==> src/rtl/pipe_pkg.sv <==
// -----------------------------------------------------------------------------
// pipe_pkg
// Shared definitions for the 5-stage MIPS pipeline.
//   - PCSrc encodings used by ID to steer the next-PC mux in IF
//   - NOP instruction word used to squash pipeline registers
//   - Default reset PC
//   - Fetch-stage FSM state type
//   - Helper to force word alignment of any PC value
// -----------------------------------------------------------------------------
package pipe_pkg;

   // Next-PC select codes driven by the ID stage.
   // Codes 101-111 are unused and fall back to sequential fetch.
   localparam logic [2:0] PCSRC_SEQ = 3'b000;
   localparam logic [2:0] PCSRC_BR  = 3'b001;
   localparam logic [2:0] PCSRC_J   = 3'b010;
   localparam logic [2:0] PCSRC_JAL = 3'b011;
   localparam logic [2:0] PCSRC_JR  = 3'b100;

   // All-zero word is sll $0,$0,0, which is a MIPS nop.
   localparam logic [31:0] NOP_INSTR = 32'h0000_0000;

   // Where fetch begins after reset.
   localparam logic [31:0] DEFAULT_RESET_PC = 32'h0000_3000;

   // BOOT gives the memory system one quiet cycle after reset release
   // before the first real fetch is latched into IF/ID.
   typedef enum logic {
      ST_BOOT = 1'b0,
      ST_RUN  = 1'b1
   } if_state_e;

   // Instruction addresses are always word aligned; a misaligned jr
   // target is silently rounded down rather than trapping.
   function automatic logic [31:0] alignPc(input logic [31:0] addr);
      return {addr[31:2], 2'b00};
   endfunction

endpackage

==> src/rtl/if_id_reg.sv <==
// -----------------------------------------------------------------------------
// if_id_reg
// IF/ID pipeline register: holdable, flushable, asynchronously reset.
//
// Ports
//   clk        in   pipeline clock, rising edge
//   rst        in   asynchronous active-high reset
//   load_i     in   1 = capture new contents this edge, 0 = hold
//   flush_i    in   when loading, replace the instruction with a nop and
//                   mark the slot invalid (PC fields still captured)
//   instr_i    in   instruction fetched this cycle
//   pc_i       in   PC of that instruction
//   pcPlus4_i  in   PC+4 of that instruction
//   instr_o    out  registered instruction
//   pc_o       out  registered PC
//   pcPlus4_o  out  registered PC+4
//   valid_o    out  registered slot holds a real instruction
// -----------------------------------------------------------------------------
module if_id_reg
   import pipe_pkg::*;
(
   input  logic        clk,
   input  logic        rst,
   input  logic        load_i,
   input  logic        flush_i,
   input  logic [31:0] instr_i,
   input  logic [31:0] pc_i,
   input  logic [31:0] pcPlus4_i,
   output logic [31:0] instr_o,
   output logic [31:0] pc_o,
   output logic [31:0] pcPlus4_o,
   output logic        valid_o
);

   logic [31:0] instr_q, instr_d;
   logic [31:0] pc_q, pc_d;
   logic [31:0] pcPlus4_q, pcPlus4_d;
   logic        valid_q, valid_d;

   // Next-state selection. Holding is the default so that a stall keeps
   // the instruction already in ID instead of re-reading memory. A flush
   // squashes only the instruction and valid bit; the PC fields are still
   // captured so that ID sees where the squashed slot came from.
   always_comb begin
      instr_d   = instr_q;
      pc_d      = pc_q;
      pcPlus4_d = pcPlus4_q;
      valid_d   = valid_q;
      if (load_i) begin
         pc_d      = pc_i;
         pcPlus4_d = pcPlus4_i;
         if (flush_i) begin
            instr_d = NOP_INSTR;
            valid_d = 1'b0;
         end else begin
            instr_d = instr_i;
            valid_d = 1'b1;
         end
      end
   end

   // Register bank. Reset presents a nop with zeroed PC fields so the
   // downstream stages see an empty slot until the first real fetch.
   always_ff @(posedge clk or posedge rst) begin
      if (rst) begin
         instr_q   <= NOP_INSTR;
         pc_q      <= 32'h0;
         pcPlus4_q <= 32'h0;
         valid_q   <= 1'b0;
      end else begin
         instr_q   <= instr_d;
         pc_q      <= pc_d;
         pcPlus4_q <= pcPlus4_d;
         valid_q   <= valid_d;
      end
   end

   assign instr_o   = instr_q;
   assign pc_o      = pc_q;
   assign pcPlus4_o = pcPlus4_q;
   assign valid_o   = valid_q;

endmodule

==> src/rtl/if_stage.sv <==
// -----------------------------------------------------------------------------
// if_stage
// Instruction-fetch stage of the 5-stage MIPS pipeline. Owns the PC, picks
// the next PC from the redirect source decided in ID, drives the
// instruction-memory address and holds the IF/ID register (if_id_reg).
//
// Parameters
//   RESET_PC     PC loaded on reset (default 32'h0000_3000)
//
// Ports
//   clk          in   pipeline clock, rising edge
//   rst          in   asynchronous active-high reset
//   stall        in   hazard-unit stall: freezes PC and IF/ID
//   flush        in   control hazard: squash the instruction being fetched
//   PCSrc        in   next-PC select (SEQ/BR/J/JAL/JR, others = SEQ)
//   br_target    in   branch target
//   j_target     in   j/jal target
//   jr_target    in   jr/jalr target (forwarded rs)
//   imem_addr    out  instruction-memory address (= PC)
//   imem_rdata   in   instruction at imem_addr (combinational read)
//   ID_Instr     out  IF/ID instruction
//   ID_PC        out  IF/ID PC
//   ID_PCplus4   out  IF/ID PC+4
//   ID_valid     out  IF/ID holds a real instruction
//
// Optional feature, macro IF_PERF_CNT_EN:
//   perf_fetch   out  RUN cycles that latched a valid fetch
//   perf_stall   out  RUN cycles with stall asserted
//   perf_flush   out  RUN cycles that squashed a fetch
//   All three saturate at 32'hFFFF_FFFF. Without the macro these ports and
//   counters do not exist.
// -----------------------------------------------------------------------------
module if_stage
   import pipe_pkg::*;
#(
   parameter logic [31:0] RESET_PC = DEFAULT_RESET_PC
)
(
   input  logic        clk,
   input  logic        rst,
   input  logic        stall,
   input  logic        flush,
   input  logic [2:0]  PCSrc,
   input  logic [31:0] br_target,
   input  logic [31:0] j_target,
   input  logic [31:0] jr_target,
   output logic [31:0] imem_addr,
   input  logic [31:0] imem_rdata,
   output logic [31:0] ID_Instr,
   output logic [31:0] ID_PC,
   output logic [31:0] ID_PCplus4,
   output logic        ID_valid
`ifdef IF_PERF_CNT_EN
   ,
   output logic [31:0] perf_fetch,
   output logic [31:0] perf_stall,
   output logic [31:0] perf_flush
`endif
);

   if_state_e   state_q, state_d;
   logic [31:0] pc_q, pc_d;
   logic [31:0] pcPlus4;
   logic        inRun;
   logic        advance;

   // Sequential successor; wraps modulo 2^32 on its own.
   assign pcPlus4 = pc_q + 32'd4;

   // Fetch only advances in RUN and when the hazard unit is not holding us.
   // While stalled, PCSrc and flush are deliberately ignored: the hazard
   // unit re-issues them once the stall drops.
   assign inRun   = (state_q == ST_RUN);
   assign advance = inRun && !stall;

   // FSM next-state: BOOT lasts exactly one cycle after reset release.
   always_comb begin
      state_d = state_q;
      case (state_q)
         ST_BOOT: state_d = ST_RUN;
         ST_RUN:  state_d = ST_RUN;
         default: state_d = ST_BOOT;
      endcase
   end

   // Next-PC mux. Redirects beat sequential fetch; unused PCSrc codes
   // behave like sequential. Every loaded value is word aligned so a
   // misaligned jr target cannot leave the PC pointing mid-word.
   always_comb begin
      pc_d = pc_q;
      if (advance) begin
         case (PCSrc)
            PCSRC_BR:  pc_d = alignPc(br_target);
            PCSRC_J:   pc_d = alignPc(j_target);
            PCSRC_JAL: pc_d = alignPc(j_target);
            PCSRC_JR:  pc_d = alignPc(jr_target);
            default:   pc_d = alignPc(pcPlus4);
         endcase
      end
   end

   // State and PC registers. Asynchronous reset drops straight back to
   // BOOT at the reset address, even mid-run.
   always_ff @(posedge clk or posedge rst) begin
      if (rst) begin
         state_q <= ST_BOOT;
         pc_q    <= alignPc(RESET_PC);
      end else begin
         state_q <= state_d;
         pc_q    <= pc_d;
      end
   end

   assign imem_addr = pc_q;

   // IF/ID register: loads on the same cycles the PC advances, so a stall
   // freezes both sides together and BOOT leaves IF/ID as an empty nop.
   if_id_reg u_if_id_reg (
      .clk       (clk),
      .rst       (rst),
      .load_i    (advance),
      .flush_i   (flush),
      .instr_i   (imem_rdata),
      .pc_i      (pc_q),
      .pcPlus4_i (pcPlus4),
      .instr_o   (ID_Instr),
      .pc_o      (ID_PC),
      .pcPlus4_o (ID_PCplus4),
      .valid_o   (ID_valid)
   );

`ifdef IF_PERF_CNT_EN
   logic [31:0] perfFetch_q, perfFetch_d;
   logic [31:0] perfStall_q, perfStall_d;
   logic [31:0] perfFlush_q, perfFlush_d;

   // Event counters. A stall cycle counts as a stall even if flush is
   // also high, because nothing is squashed in that cycle. Each counter
   // sticks at all-ones instead of wrapping.
   always_comb begin
      perfFetch_d = perfFetch_q;
      perfStall_d = perfStall_q;
      perfFlush_d = perfFlush_q;
      if (inRun) begin
         if (stall) begin
            if (perfStall_q != 32'hFFFF_FFFF) perfStall_d = perfStall_q + 32'd1;
         end else if (flush) begin
            if (perfFlush_q != 32'hFFFF_FFFF) perfFlush_d = perfFlush_q + 32'd1;
         end else begin
            if (perfFetch_q != 32'hFFFF_FFFF) perfFetch_d = perfFetch_q + 32'd1;
         end
      end
   end

   // Counter registers, cleared on reset.
   always_ff @(posedge clk or posedge rst) begin
      if (rst) begin
         perfFetch_q <= 32'h0;
         perfStall_q <= 32'h0;
         perfFlush_q <= 32'h0;
      end else begin
         perfFetch_q <= perfFetch_d;
         perfStall_q <= perfStall_d;
         perfFlush_q <= perfFlush_d;
      end
   end

   assign perf_fetch = perfFetch_q;
   assign perf_stall = perfStall_q;
   assign perf_flush = perfFlush_q;
`endif

endmodule
==> config.mk <==
export PLATFORM = sky130hd
export DESIGN_NAME = if_stage
export DESIGN_NICKNAME = d
export VERILOG_FILES = /design/src/rtl/pipe_pkg.sv /design/src/rtl/if_id_reg.sv /design/src/rtl/if_stage.sv
export SDC_FILE = /design/constraint.sdc
export NUM_CORES = 1
export LEC_CHECK = 0
export ABC_CLOCK_PERIOD_IN_PS = 5200
export BUFFER_PORTS_ARGS = -buffer_cell sky130_fd_sc_hd__buf_4
export CORE_ASPECT_RATIO = 0.5
export CORE_MARGIN = 3
export CORE_UTILIZATION = 33
export CTS_CLUSTER_SIZE = 16
export DETAILED_ROUTE_END_ITERATION = 12
export GPL_TIMING_DRIVEN = 0
export PLACE_DENSITY = 0.7
export SKIP_CTS_REPAIR_TIMING = 1
export SYNTH_ARGS = -nofsm -noshare
export SYNTH_HDL_FRONTEND = slang
export SYNTH_HIERARCHICAL = 1
export SYNTH_SLANG_ARGS = --single-unit
==> constraint.sdc <==
create_clock -name clk -period 5.2 [get_ports clk]
set_input_delay 0.52 -clock clk [delete_from_list [all_inputs] [get_ports clk]]
set_output_delay 0.52 -clock clk [all_outputs]
set_load 0.005 [all_outputs]
## Yosys cells after proc, flatten, opt, wreduce, memory -nomap -nowiden

Index checks and enable logic that the tools add are counted.

- Add/sub/neg operators: 1
- Eq/ne operators: 4
- Mux-type cells: 3
- Reductions and logical operators: 3

Operators with widths:

| kind | number |
|---|---|
| 32-bit one-hot mux with 3 select lines | 1 |
| 32-bit by 3-bit adder with 32-bit output (second input constant) | 1 |
| 32-bit 2-to-1 mux | 1 |
| 3-bit by 2-bit equality test with 1-bit output (second input constant) | 2 |
| 3-bit by 1-bit equality test with 1-bit output (second input constant) | 1 |
| 3-bit equality test (second input constant) | 1 |
| 2-bit OR reduction | 1 |
| 1-bit logical AND | 1 |
| 1-bit logical NOT | 1 |
| 1-bit 2-to-1 mux | 1 |

- Register bits: 130
- Input bits: 135

## Longest topological paths before layout

- Depth after elaboration: 3
- Depth in mapped cells: 9
- Gate-level depth less buffers: 6

## Cells and area by module

Netlist, hierarchy kept.

By module, submodules not included:

| module | times used | cells each | area each (sq um) |
|---|---|---|---|
| if_id_reg | 1 | 212 | 3784.9 |
| if_stage | 1 | 387 | 3105.5 |

## Worst setup path before layout

Ideal clock, no wire load.

- Path type: input to register
- Start: in stall
- End: reg u_if_id_reg.pcPlus4_q[0], in the netlist u_if_id_reg/pcPlus4_o[0]
- Library setup time: 0.125 ns
- Arrival: 2.077 ns
- Setup slack: 2.998 ns
- Stages on the path: 8
- Path buffers: 5
- Path through: nand2b_1 > clkbuf_1 > inv_2 > clkbuf_1 > buf_2 > buf_6 > buf_8 > mux2_4

- Word-level cells in the longest chain between the ends: 2

Ends and longest elaborated chain:

| item | line | text |
|---|---|---|
| from (decl) | if_stage.sv:41 | `input logic stall,` |
| 1-bit logical NOT | if_stage.sv:74 | `assign advance = inRun && !stall;` |
| 1-bit logical AND | if_stage.sv:74 |  |
| via advance | if_stage.sv:65 | `logic advance;` |
| to (signal assigned) | if_id_reg.sv:73 | `pcPlus4_q <= pcPlus4_d;` |
| to (decl) | if_id_reg.sv:37 | `logic [31:0] pcPlus4_q, pcPlus4_d;` |

The timed path passes the listed nets, and every way through them passes these cells.
A chain may end at the register's enable or synchronous reset.

## Worst setup path after layout

- Start: reg state_q, in the netlist inRun
- End: reg u_if_id_reg.pc_q[26], in the netlist u_if_id_reg/pc_o[26]

- Word-level cells in the longest chain between the ends: 1

Ends and longest elaborated chain:

| item | line | text |
|---|---|---|
| from (decl) | if_stage.sv:61 | `if_state_e state_q, state_d;` |
| from (signal assigned) | if_stage.sv:109 | `state_q <= state_d;` |
| 1-bit logical AND | if_stage.sv:74 |  |
| via advance | if_stage.sv:65 |  |
| to (signal assigned) | if_id_reg.sv:72 | `pc_q <= pc_d;` |
| to (decl) | if_id_reg.sv:36 | `logic [31:0] pc_q, pc_d;` |

The timed path passes the listed nets, and every way through them passes these cells.

==> flow_metrics.env <==
export IMPL_wirelength_um=24000
export IMPL_globalplace_congestion=0.885
export IMPL_area_growth_pct=43.0
export IMPL_max_freq_mhz=373
export IMPL_critPathLaunchType="flip-flop"
export IMPL_netlist_area_um2=6890
export IMPL_worst_skew_pair_late_latency_ps=430
export IMPL_max_vdd_ir_drop_mv=0.198
export IMPL_cts_sinks=128
export IMPL_required_ps=5510
export IMPL_io_pins=264
export IMPL_viasPerCell=5.39
export IMPL_cts_buffer_depth=2
export IMPL_hp_class="in -> async"
export IMPL_syn_area_per_cell_um2=11.5
export IMPL_num_antenna_cells=0
export IMPL_antenna_found_initial=0
export IMPL_layout_nets=1015
export IMPL_core_um2=20000
export IMPL_syn_inst=599
export IMPL_clk_pin_slew_worst_paths_ps=60
export IMPL_slew_headroom=0.200
export IMPL_track_usage=0.207
export IMPL_crit_top_cell="clkbuf_1"
export IMPL_stdcell_count=1157
export IMPL_std_cell_rows=36
export IMPL_cp_end_kind="flip-flop"
export IMPL_power_leakage_nw=4.63
export IMPL_yosysUniqueCellTypes=76
export IMPL_maxCapViolations=0
export IMPL_cts_htree_levels=4
export IMPL_grt_max_degree=68
export IMPL_async_flop_share=1.00
export IMPL_cp_cell_sequence="nand2b_1 -> clkbuf_1 -> inv_2 -> clkbuf_1 -> buf_2 -> buf_6 -> buf_8 -> mux2_4"
export IMPL_path_depth=8
export IMPL_ant_nets=0
export IMPL_yosys_warnings=6
export IMPL_final_min_clock_period_ps=2680
export IMPL_setup_viol=0
export IMPL_routedWlPerCell_um=20.7
export IMPL_fill_cells=1842
export IMPL_clock_root_buffer="clkbuf_16"
export IMPL_crit_family="buffers and inverters"
export IMPL_critPathMaxFanout=13
export IMPL_fp_dieArea_um2=22800
export IMPL_p_per_area_nw_per_um2=381
export IMPL_die_width_um=210
export IMPL_worst_pin_slew_ps=1170
export IMPL_r2r_slack_ps=2520
export IMPL_via_count=6239
export IMPL_start_util=0.345
export IMPL_cts_buffers=17
export IMPL_dpl_cell_area_um2=9210
export IMPL_synth_seq_cells=128
export IMPL_cts_tree="built"
export IMPL_dp_hpwl_um=18100
export IMPL_crit_type="reg -> reg"
export IMPL_synth_edff_count=0
export IMPL_slowest_stage="buf_2"
export IMPL_period_share=0.516
export IMPL_grt_pass1_wl_um=36300
export IMPL_grt_setup_unrepaired="no"
export IMPL_fin_skew_ps=8.72
export IMPL_finalHoldViolCount=0
export IMPL_drc_errors=0
export IMPL_grt_overflow_total=0
export IMPL_port_buffers=254
export IMPL_drt_pass1_iterations=5
export IMPL_finalMaxSlewViolations=0
export IMPL_grt_pass1_vias=6226
export IMPL_reg2reg_depth=8
export IMPL_fp_dieH_um=108
export IMPL_cp_arrival_ps=2990
export IMPL_drive_above_1_share=0.458
export IMPL_ys_flop_type="dfrtp_1"
export IMPL_fin_tns_setup_ps=0
export IMPL_drtIter0Drc=568
export IMPL_status="complete, no violations"
export IMPL_critPathMaxStageDelay_ps=430
export IMPL_seq_area_frac_synth=0.465
export IMPL_dp_cells=1126
export IMPL_path_buf_inv=6
export IMPL_fin_area_um2=9850
==> metrics by stage <==
stage	hold slack [ps]	setup slack, ps	utilization	total power, mW
6_report	122	2520	0.494	3.75
2_1_floorplan	477	2150	-	1.87
5_1_grt	146	2320	0.494	3.92
3_3_place_gp	475	811	0.458	2.42
3_5_place_dp	474	2170	0.461	2.45
4_1_cts	121	2550	0.494	3.78
==> flip-flops by register name (all words and copies together) (netlist names) <==
| name | flops |
|---|---|
| u_if_id_reg/pcPlus4_o | 32 |
| imem_addr | 30 |
| u_if_id_reg/instr_o | 32 |
| inRun | 1 |
| u_if_id_reg/valid_o | 1 |
| u_if_id_reg/pc_o | 32 |
==> metal layers <==
layer  routed length [µm]  global-route usage  vias to the layer above
li1                     -                   -                     2834
met1                10200               0.269                     3095
met2                11500               0.340                      254
met3                 1610              0.0464                       56
met4                  670              0.0812                        0
met5                    0                   0                        -
==> cells in the mapped netlist (5+ instances only) <==
cell	n	share of area
a21oi_1	17	0.012
a221oi_1	8	0.010
a22o_1	34	0.043
a22oi_1	5	0.0054
a31oi_1	6	0.0054
and3_1	11	0.010
and4_1	6	0.0076
buf_2	24	0.017
buf_4	5	0.0054
buf_8	5	0.011
clkbuf_1	13	0.0071
dfrtp_1	126	0.46
inv_1	16	0.0087
mux2_2	15	0.025
mux2_4	49	0.11
nand2_1	24	0.013
nand3_1	16	0.012
nand4_1	7	0.0064
nor2_1	24	0.013
nor3_1	11	0.0080
nor3b_1	6	0.0065
o211ai_1	6	0.0065
o21ai_0	24	0.017
o221ai_1	13	0.017
o32ai_1	6	0.0076
xnor2_1	19	0.024
xor2_1	5	0.0064
==> area by class of cell <==
| class | count | area (µm²) | share of cell area |
|---|---|---|---|
| multi-input combinational | 406 | 3310 | 0.335 |
| sequential | 128 | 3210 | 0.325 |
| timing repair buffer | 256 | 1960 | 0.199 |
| clock buffer | 22 | 494 | 0.0502 |
| buffer | 53 | 334 | 0.0339 |
| tap | 266 | 333 | 0.0338 |
| clock inverter | 9 | 153 | 0.0155 |
| inverter | 17 | 66.3 | 0.00673 |
==> cell families (layout without fill, tap and decap cells) <==
family / count (synthesis) / in the layout / share of synthesized area
other: 2 / 7 / 0.00109
DFF: 128 / 128 / 0.465
AOI/OAI and AO/OA: 164 / 164 / 0.182
and+or+nand+nor: 146 / 146 / 0.130
adders and majority gates: 1 / 1 / 0.00182
xor gates and xnor gates: 24 / 24 / 0.0305
muxes: 64 / 64 / 0.131
buffers and inverters: 70 / 357 / 0.0577
==> where the power goes <==
part / leakage (nW) / total [mW] / internal, mW / switching (mW)
Clock: 0.322 / 1.32 / 0.863 / 0.457
Combinational: 2.74 / 1.04 / 0.620 / 0.419
Sequential: 1.57 / 1.39 / 1.20 / 0.186
==> layout by cell type, fill, tap and decap left out, types with 6 or more instances in the layout <==
| master | count |
|---|---|
| nand4_1 | 7 |
| mux2_4 | 49 |
| nand3_1 | 16 |
| dfrtp_1 | 126 |
| a31oi_1 | 6 |
| o21ai_0 | 24 |
| buf_4 | 259 |
| a22o_1 | 34 |
| nor2_1 | 24 |
| xnor2_1 | 19 |
| and4_1 | 6 |
| o211ai_1 | 6 |
| nor3_1 | 11 |
| a21oi_1 | 17 |
| a221oi_1 | 8 |
| inv_1 | 15 |
| nand2_1 | 24 |
| buf_2 | 24 |
| conb_1 | 7 |
| and3_1 | 11 |
| o221ai_1 | 13 |
| nor3b_1 | 6 |
| clkbuf_1 | 13 |
| clkbuf_16 | 17 |
| o32ai_1 | 6 |
| mux2_2 | 15 |
==> worst paths after layout <==
kind,startpoint,endpoint
min,rst,u_if_id_reg/pcPlus4_o[16]
max,inRun,u_if_id_reg/pc_o[26]
min in group clk,flush,u_if_id_reg/instr_o[30]
max reg2reg,inRun,u_if_id_reg/pc_o[26]
max in group asynchronous,rst,imem_addr[30]
min reg2reg,u_if_id_reg/valid_o,u_if_id_reg/valid_o
==> worst reg2reg max path: stages, from the launching register on <==
cell,delay [ps]
dfrtp_1,320
nand2b_1,50
clkbuf_1,320
inv_2,230
clkbuf_1,410
buf_2,430
buf_6,260
buf_8,210
mux2_4,330
Note: power is estimated with default switching activity, not from simulation.
